### config.mk
export PLATFORM = sky130hd
export DESIGN_NAME = alu_result_stage_flat
export DESIGN_NICKNAME = d
export VERILOG_FILES = /design/src/rtl/cpu_alu_pkg.sv /design/src/rtl/alu_result_stage_if.sv /design/src/rtl/result_fifo.sv /design/src/rtl/alu_result_stage.sv /design/src/flat_wrapper.sv
export SDC_FILE = /design/constraint.sdc
export NUM_CORES = 1
export LEC_CHECK = 0
export BUFFER_PORTS_ARGS = -buffer_cell sky130_fd_sc_hd__buf_2
export CAP_MARGIN = 5
export CORE_UTILIZATION = 54
export DETAILED_ROUTE_END_ITERATION = 8
export PLACE_DENSITY = 0.89
export REMOVE_ABC_BUFFERS = 1
export SETUP_SLACK_MARGIN = 0.02
export SLEW_MARGIN = 40
export SYNTH_ARGS = -nofsm -noshare
export SYNTH_HDL_FRONTEND = slang
export SYNTH_SLANG_ARGS = --single-unit
### constraint.sdc
create_clock -name clk -period 11.9 [get_ports clk]
set_input_delay 2.38 -clock clk [delete_from_list [all_inputs] [get_ports clk]]
set_output_delay 2.38 -clock clk [all_outputs]
set_load 0.05 [all_outputs]
### src/rtl/cpu_alu_pkg.sv
// Shared ALU result-bus definitions: field widths, flag bit positions and payload types.
package cpu_alu_pkg;

  localparam int unsigned ALU_DATA_W     = 32;
  localparam int unsigned ALU_OUT_W      = 36;
  localparam int unsigned ALU_REG_ADDR_W = 4;

  localparam int unsigned FLAG_N = 35;
  localparam int unsigned FLAG_Z = 34;
  localparam int unsigned FLAG_C = 33;
  localparam int unsigned FLAG_V = 32;

  typedef struct packed {
    logic n;
    logic z;
    logic c;
    logic v;
  } nzcv_t;

  typedef struct packed {
    logic [ALU_REG_ADDR_W-1:0] dest;
    nzcv_t                     flags;
    logic [ALU_DATA_W-1:0]     data;
  } alu_entry_t;

  // Extract the flag nibble from a full-width ALU result word.
  function automatic nzcv_t alu_flags(input logic [ALU_OUT_W-1:0] word);
    return nzcv_t'(word[FLAG_N:FLAG_V]);
  endfunction

endpackage

### src/rtl/alu_result_stage_if.sv
// ALU-result / writeback / condition-code bundle; ALU_STICKY_OVF_EN adds sticky_v/sticky_clr.
interface alu_result_stage_if #(
  parameter int unsigned DEPTH      = 2,
  parameter int unsigned DATA_W     = 32,
  parameter int unsigned REG_ADDR_W = 4
);
  localparam int unsigned CNT_W = $clog2(DEPTH) + 1;

  logic [DATA_W+3:0]     alu_out;
  logic                  alu_valid;
  logic [REG_ADDR_W-1:0] alu_dest;
  logic                  in_ready;
  logic                  flush;
  logic                  wb_valid;
  logic                  wb_ready;
  logic [DATA_W-1:0]     wb_data;
  logic [REG_ADDR_W-1:0] wb_reg;
  logic [3:0]            wb_flags;
  logic [3:0]            cc_reg;
  logic [CNT_W-1:0]      count;
`ifdef ALU_STICKY_OVF_EN
  logic                  sticky_v;
  logic                  sticky_clr;

  modport master (
    output alu_out, alu_valid, alu_dest, flush, wb_ready, sticky_clr,
    input  in_ready, wb_valid, wb_data, wb_reg, wb_flags, cc_reg, count, sticky_v
  );
  modport slave (
    input  alu_out, alu_valid, alu_dest, flush, wb_ready, sticky_clr,
    output in_ready, wb_valid, wb_data, wb_reg, wb_flags, cc_reg, count, sticky_v
  );
`else
  modport master (
    output alu_out, alu_valid, alu_dest, flush, wb_ready,
    input  in_ready, wb_valid, wb_data, wb_reg, wb_flags, cc_reg, count
  );
  modport slave (
    input  alu_out, alu_valid, alu_dest, flush, wb_ready,
    output in_ready, wb_valid, wb_data, wb_reg, wb_flags, cc_reg, count
  );
`endif
endinterface

### src/rtl/result_fifo.sv
// Generic DEPTH x WIDTH synchronous FIFO with push/pop/flush; read data reads 0 when empty.
module result_fifo #(
  parameter int unsigned DEPTH = 2,
  parameter int unsigned WIDTH = 40
) (
  input  logic                       clk,
  input  logic                       reset,
  input  logic                       i_push,
  input  logic                       i_pop,
  input  logic                       i_flush,
  input  logic [WIDTH-1:0]           i_wdata,
  output logic [WIDTH-1:0]           o_rdata,
  output logic [$clog2(DEPTH):0]     o_count,
  output logic                       o_full,
  output logic                       o_empty
);
  localparam int unsigned PTR_W = (DEPTH > 1) ? $clog2(DEPTH) : 1;
  localparam int unsigned CNT_W = $clog2(DEPTH) + 1;

  logic [WIDTH-1:0] r_mem [DEPTH];
  logic [PTR_W-1:0] r_wr_ptr;
  logic [PTR_W-1:0] r_rd_ptr;
  logic [CNT_W-1:0] r_count;
  logic             w_push;
  logic             w_pop;

  assign o_full  = (r_count == CNT_W'(DEPTH));
  assign o_empty = (r_count == '0);
  assign w_push  = i_push & ~o_full;
  assign w_pop   = i_pop & ~o_empty;

  // Pointers wrap naturally since DEPTH is a power of two.
  always_ff @(posedge clk or posedge reset) begin
    if (reset) begin
      r_wr_ptr <= '0;
      r_rd_ptr <= '0;
      r_count  <= '0;
    end else if (i_flush) begin
      r_wr_ptr <= '0;
      r_rd_ptr <= '0;
      r_count  <= '0;
    end else begin
      if (w_push) r_wr_ptr <= r_wr_ptr + PTR_W'(1);
      if (w_pop)  r_rd_ptr <= r_rd_ptr + PTR_W'(1);
      case ({w_push, w_pop})
        2'b10:   r_count <= r_count + CNT_W'(1);
        2'b01:   r_count <= r_count - CNT_W'(1);
        default: r_count <= r_count;
      endcase
    end
  end

  always_ff @(posedge clk) begin
    if (w_push && !i_flush) r_mem[r_wr_ptr] <= i_wdata;
  end

  assign o_rdata = o_empty ? '0 : r_mem[r_rd_ptr];
  assign o_count = r_count;

endmodule

### src/rtl/alu_result_stage.sv
// Buffers ALU results for writeback and tracks the architectural NZCV register.
// Optional sticky overflow flag when ALU_STICKY_OVF_EN is defined.
module alu_result_stage
  import cpu_alu_pkg::*;
#(
  parameter int unsigned DEPTH      = 2,
  parameter int unsigned DATA_W     = ALU_DATA_W,
  parameter int unsigned REG_ADDR_W = ALU_REG_ADDR_W
) (
  input logic               clk,
  input logic               reset,
  alu_result_stage_if.slave bus
);
  localparam int unsigned ENTRY_W = REG_ADDR_W + 4 + DATA_W;
  localparam int unsigned CNT_W   = $clog2(DEPTH) + 1;

  logic               w_full;
  logic               w_empty;
  logic               w_push;
  logic               w_pop;
  logic               w_accept;
  logic [ENTRY_W-1:0] w_wdata;
  logic [ENTRY_W-1:0] w_rdata;
  logic [CNT_W-1:0]   w_count;
  nzcv_t              w_push_flags;
  nzcv_t              r_cc;

  assign w_push_flags = nzcv_t'(bus.alu_out[DATA_W+3:DATA_W]);
  assign w_wdata      = {bus.alu_dest, w_push_flags, bus.alu_out[DATA_W-1:0]};
  assign w_push       = bus.alu_valid & ~w_full;
  assign w_pop        = ~w_empty & bus.wb_ready;
  // A flushed push never lands, so it must not touch architectural state.
  assign w_accept     = w_push & ~bus.flush;

  result_fifo #(
    .DEPTH (DEPTH),
    .WIDTH (ENTRY_W)
  ) u_fifo (
    .clk     (clk),
    .reset   (reset),
    .i_push  (w_push),
    .i_pop   (w_pop),
    .i_flush (bus.flush),
    .i_wdata (w_wdata),
    .o_rdata (w_rdata),
    .o_count (w_count),
    .o_full  (w_full),
    .o_empty (w_empty)
  );

  assign bus.in_ready = ~w_full;
  assign bus.wb_valid = ~w_empty;
  assign {bus.wb_reg, bus.wb_flags, bus.wb_data} = w_rdata;
  assign bus.count    = w_count;
  assign bus.cc_reg   = r_cc;

  always_ff @(posedge clk or posedge reset) begin
    if (reset)         r_cc <= '0;
    else if (w_accept) r_cc <= w_push_flags;
  end

`ifdef ALU_STICKY_OVF_EN
  logic r_sticky_v;

  // Set takes priority over a same-cycle clear.
  always_ff @(posedge clk or posedge reset) begin
    if (reset)                           r_sticky_v <= 1'b0;
    else if (w_accept && w_push_flags.v) r_sticky_v <= 1'b1;
    else if (bus.sticky_clr)             r_sticky_v <= 1'b0;
  end

  assign bus.sticky_v = r_sticky_v;
`endif

endmodule

### src/flat_wrapper.sv
// flat-port wrapper written by rule: the top's interface ports become plain ports
module alu_result_stage_flat import cpu_alu_pkg::*;
#(
  parameter int unsigned DEPTH      = 2,
  parameter int unsigned DATA_W     = ALU_DATA_W,
  parameter int unsigned REG_ADDR_W = ALU_REG_ADDR_W
)
  (clk, reset, bus_alu_out, bus_alu_valid, bus_alu_dest, bus_flush, bus_wb_ready, bus_in_ready, bus_wb_valid, bus_wb_data, bus_wb_reg, bus_wb_flags, bus_cc_reg, bus_count);
  alu_result_stage_if #(.DEPTH(DEPTH), .DATA_W(DATA_W), .REG_ADDR_W(REG_ADDR_W)) bus_i ();
  input logic clk;
  input logic reset;
  input wire logic [$bits(bus_i.alu_out)-1:0] bus_alu_out;
  input wire logic [$bits(bus_i.alu_valid)-1:0] bus_alu_valid;
  input wire logic [$bits(bus_i.alu_dest)-1:0] bus_alu_dest;
  input wire logic [$bits(bus_i.flush)-1:0] bus_flush;
  input wire logic [$bits(bus_i.wb_ready)-1:0] bus_wb_ready;
  output wire logic [$bits(bus_i.in_ready)-1:0] bus_in_ready;
  output wire logic [$bits(bus_i.wb_valid)-1:0] bus_wb_valid;
  output wire logic [$bits(bus_i.wb_data)-1:0] bus_wb_data;
  output wire logic [$bits(bus_i.wb_reg)-1:0] bus_wb_reg;
  output wire logic [$bits(bus_i.wb_flags)-1:0] bus_wb_flags;
  output wire logic [$bits(bus_i.cc_reg)-1:0] bus_cc_reg;
  output wire logic [$bits(bus_i.count)-1:0] bus_count;
  assign bus_i.alu_out = bus_alu_out;
  assign bus_i.alu_valid = bus_alu_valid;
  assign bus_i.alu_dest = bus_alu_dest;
  assign bus_i.flush = bus_flush;
  assign bus_i.wb_ready = bus_wb_ready;
  assign bus_in_ready = bus_i.in_ready;
  assign bus_wb_valid = bus_i.wb_valid;
  assign bus_wb_data = bus_i.wb_data;
  assign bus_wb_reg = bus_i.wb_reg;
  assign bus_wb_flags = bus_i.wb_flags;
  assign bus_cc_reg = bus_i.cc_reg;
  assign bus_count = bus_i.count;
  alu_result_stage #(.DEPTH(DEPTH), .DATA_W(DATA_W), .REG_ADDR_W(REG_ADDR_W)) u_core (.clk(clk), .reset(reset), .bus(bus_i));
endmodule
**Word level (Yosys, flattened, before mapping)**

Memory sizes are Yosys's and may differ from the RTL's.
Cells that the tools add are included.
Widths: inputs -> output; s select.

- $add $sub $neg: 4
- Eq/ne operators: 3
- Muxes and demuxes: 9
- Bitwise gates (word level): 8
- Reductions and logical operators: 6

Operators with widths:

| operator | number |
|---|---|
| $mux 40 | 1 |
| $mux 1 | 6 |
| $and 1x1->1 | 5 |
| $eq 2x2->1 const B | 2 |
| $pmux 2 s2 | 1 |
| $reduce_bool 2->1 | 2 |
| $not 1->1 | 3 |
| $reduce_bool 3->1 | 1 |
| $add 1x1->1 const B | 2 |
| $add 2x1->2 const B | 1 |
| $eq 2x1->1 const B | 1 |
| $logic_not 2->1 | 1 |
| $mux 2 | 1 |
| $sub 2x1->2 const B | 1 |
| $logic_and 1x1->1 | 1 |
| $logic_not 1->1 | 1 |

- Register bits after elaboration: 8
- Memory bits (writable): 80
- Input port bits: 45
- Output and inout bits: 48
- Word-level logic and storage cells: 38
- Memories: 1

Memories:

| name | depth | width | rd ports | clocked after memory_dff | wr ports | RTL line | source |
|---|---|---|---|---|---|---|---|
| u_core.u_fifo.r_mem | 2 | 40 | 1 | 0 | 1 | result_fifo.sv:20 | `logic [WIDTH-1:0] r_mem [DEPTH];` |

**Depth between registers and ports, before layout**

- Depth in word-level cells: 7
- Gate-level depth with buffers: 4
- Depth with buffers taken out: 4

**Hierarchy**

A second synthesis with hierarchy kept.

- Cells, all modules: 210
- Area, all modules: 3423.3 sq um

By module, submodules not included:

| module | times used | cells each | area each (sq um) | sequential area each (sq um) |
|---|---|---|---|---|
| result_fifo | 1 | 196 | 3233.1 | 2502.4 |
| alu_result_stage | 1 | 14 | 190.2 | 100.1 |

**Worst setup path after synthesis**

No wires, ideal clock.

- Path type: input to register
- From: input bus_flush
- To: memory u_core.u_fifo.r_mem[0][0] (enable)
- Library setup time: 541 ps
- Data arrival time: 6360 ps
- Required time: 11359 ps
- Path slack: 4999 ps
- Stages: 1
- Buffers on the path: 0
- Path through: nor4_1

- Cells in the longest elaborated chain, start to end: 4

Ends and longest elaborated chain:

| what | RTL line | source |
|---|---|---|
| start, declared | flat_wrapper.sv:15 | `input wire logic [$bits(bus_i.flush)-1:0] bus_flush;` |
| $logic_not 1->1 | result_fifo.sv:54 | `if (w_push && !i_flush) r_mem[r_wr_ptr] <= i_wdata;` |
| $logic_and 1x1->1 | result_fifo.sv:54 |  |
| $mux 1 | result_fifo.sv:54 |  |
| $mux 1 (implied by the code) | result_fifo.sv:54 |  |
| end, declared | result_fifo.sv:20 |  |

Every way passes these cells.

**Worst setup path after layout**

- From: register u_core.u_fifo.r_rd_ptr
- To: output bus_wb_flags[1]

- Cells in the longest elaborated chain, start to end: 2

Ends and longest elaborated chain:

| what | RTL line | source |
|---|---|---|
| start, declared | result_fifo.sv:22 | `logic [PTR_W-1:0] r_rd_ptr;` |
| start signal, assigned | result_fifo.sv:44 | `if (w_pop) r_rd_ptr <= r_rd_ptr + PTR_W'(1);` |
| $mem_v2 2x40 | -- |  |
| $mux 40 | result_fifo.sv:57 | `assign o_rdata = o_empty ? '0 : r_mem[r_rd_ptr];` |
| end, declared | flat_wrapper.sv:21 | `output wire logic [$bits(bus_i.wb_flags)-1:0] bus_wb_flags;` |

Every way passes these cells.

==> metrics <==
drt total wl=5.59 mm; setup ws final=7.61 ns; launching point of the worst reg2reg path=u_core.u_fifo.o_count[1]; wire length of the first global-routing pass=8.23 mm; I/O Pins=93; met1 routed wirelength after detailed routing=2.30 mm; unrepaired setup endpoints after global routing=false; transition time at the pin with the least slew margin=0.703 ns; leading post-synthesis cells by cell area=edfxtp_1 (71%), mux2i_1 (12%), dfrtp_1 (5.9%), nor2_1 (4.6%), buf_2 (1.2%); total leakage power=0.00159 uW; sequential area share after synthesis=0.764; kind of start point of the critical path=flop; total power=644 uW; final weighted congestion in routability-driven placement=0.702; Post-Syn Instances=205; detailed route wirelength on metal3=358 um; cell depth of the worst flop-to-flop path=3; sinks on the clock net=88; antenna violations before repair=0; proportion of netlist area held by the largest area contributor=0.705; TritonCTS clock tree=done; Syn-to-layout area delta=20.8%; Yosys warning count=0; total via count in the routed design=1976; effective utilization at floorplan=0.569; maximum vdd ir drop=0.000114 V; Final Cycle Share=0.361; critical path class=reg -> out; Via density=5.19; routed wire length on met2=2.81 mm; count of input and output buffers=92; master cell of the clock root buffer=clkbuf_8; vias in the first global route=1809; router iterations before antenna repair=4; number of max-slew violations in the final report=0; Mean Syn Cell Area=16.6 um^2; CTS-repair resized insts=0; remaining max-slew budget at the tightest pin=0.532; maximum clock rate=233 MHz; worst hold path cell count=1; top metal layer carrying routed signals=met4; Die Wd=81.4 um; number of levels the H-tree was split into=3; final setup TNS=0 ns; post-synth top area cell=edfxtp_1; endpoint class of the critical path=output port; max reg flops=80; HPWL Detailed=3.52 mm; cts hold-fix bufs=0; pin count of the biggest net entering global routing=42; total power divided by cell area=157 nW/um^2; outcome=complete, no violations; GR Util All Layers=0.175; post-synthesis cell type count=23; maximum number of buffers from clock root to sink=2; clock transition at the registers of the reported paths=0.08 ns; area occupied by registers=2610 um^2; worst setup timing slack at the placement stage=7.88 ns; area used by multi-input combinational logic=757 um^2; Synth Cell Area=3410 um^2; post-CTS setup buffers=0; Worst Hold End=u_core.bus.cc_reg[0]; FF-to-FF End=u_core.u_fifo.r_mem[1][7]; FF+latch count, synth=88; number of violations of the max-capacitance limit=0; wire per inst=14.7 um; latest clock arrival within the worst-skew pair=0.34 ns; number of clock buffers inserted by TritonCTS=9; type of the most critical hold path=reg -> reg; flop-to-flop setup slack=10.04 ns; Layout fillers=422; post-route ant nets=0; full die area=6630 um^2; DR iter-0 viols=81; final net count=346; fraction of layout instances using a drive strength above 1=0.382; number of antenna repair diodes=0; CORE AREA=5990 um^2; CP Data Required Time=9.52 ns; post-detailed-route DRC marker count=0; endpoint arrival time on the critical path=1.91 ns; FP Rows=28; setup violation total in the final timing report=0; maximum fanout along the worst path=41; die outline height=81.4 um; final period demand of the worst path=4.29 ns; number of failing hold endpoints at the final stage=0; post-route clock skew=0.00733 ns; worst hold path startpoint=u_core.bus.cc_reg[0]; overflow left after global routing=0
[worst max-delay path, cell delays in order, from the launching register on]
cell     delay [ns]
dfrtp_4        0.87
mux2i_1        0.19
nor2_1         0.17
buf_2          0.29
[metrics by stage]
stage / area (um^2) / hold slack, ns / utilization / cells
after detailed placement: 3940 / 0.486 / 0.658 / 364
after CTS: 4100 / 0.510 / 0.684 / 380
after global placement: 3940 / 0.490 / 0.657 / 364
after floorplan: 3360 / 0.529 / - / 196
after global routing: 4120 / 0.515 / 0.687 / 381
final: 4120 / 0.510 / 0.687 / 381
[power by group]
part           leakage (uW)  internal (uW)  switching, uW  total, uW
combinational      0.000680           31.4           78.2        110
sequential         0.000832            352           10.9        363
clock             0.0000794           81.5           90.4        172
[synth_stat cells]
cell type and n:
nor4_1 1, o211ai_1 1, mux2i_1 41, or3_1 1, buf_2 8, mux2_2 3, nor2b_4 1, buf_4 1
nor2_1 42, dfrtp_1 8, a21o_1 1, or2_2 1, inv_1 2, edfxtp_1 80, xor2_1 1, nor3_4 1
nor3b_1 1, and2_2 1, o21ai_0 2, a21oi_1 4, nand3b_1 1, mux2_4 1, inv_2 2
[metal layers]
layer,track usage,up-vias
met2,0.295,76
met5,0,-
li1,-,939
met1,0.209,946
met3,0.0400,15
met4,0.0946,0
[cell families after synthesis]
logic type                after synthesis  synth area share
AOI/OAI and AO/OA                       8            0.0132
xor gates and xnor gates                1           0.00257
buffers and inverters                  13            0.0184
DFF                                    88             0.764
muxes                                  45             0.135
and+or+nand+nor                        50            0.0672
[area by class of cell]
type                    instances  area share
repair buffers                 94       0.117
clock inverters                 1    0.000912
multi-input cells             104       0.184
inverters                       4     0.00365
clock buffers                  15      0.0380
flip-flops and latches         88       0.633
well taps                      75      0.0228
[placed cells by master, fill, tap and decap left out, drive strengths merged]
cell and n:
inv 4, dfrtp 8, or3 1, mux2i 41, nor3b 1, clkbuf 15
nor4 1, buf 94, edfxtp 80, a21o 1, o21ai 2, nand3b 1
nor2 42, and2 1, nor3 1, o211ai 1, or2 1, clkinv 1
a21oi 4, mux2 4, nor2b 1, xor2 1
[worst max-delay path by stage]
stage / from / to / cells after the start
after CTS: u_core.u_fifo.o_count[0] / bus_wb_flags[1] / 3
after global routing: u_core.u_fifo.r_rd_ptr / bus_wb_flags[1] / 3
final: u_core.u_fifo.r_rd_ptr / bus_wb_flags[1] / 3
after floorplan: bus_flush / u_core.u_fifo.r_mem[0][0] / 1
after global placement: bus_alu_valid / u_core.u_fifo.r_mem[1][38] / 4
after detailed placement: u_core.u_fifo.o_count[0] / bus_wb_reg[3] / 3
Note: power is estimated with default switching activity, not from simulation.
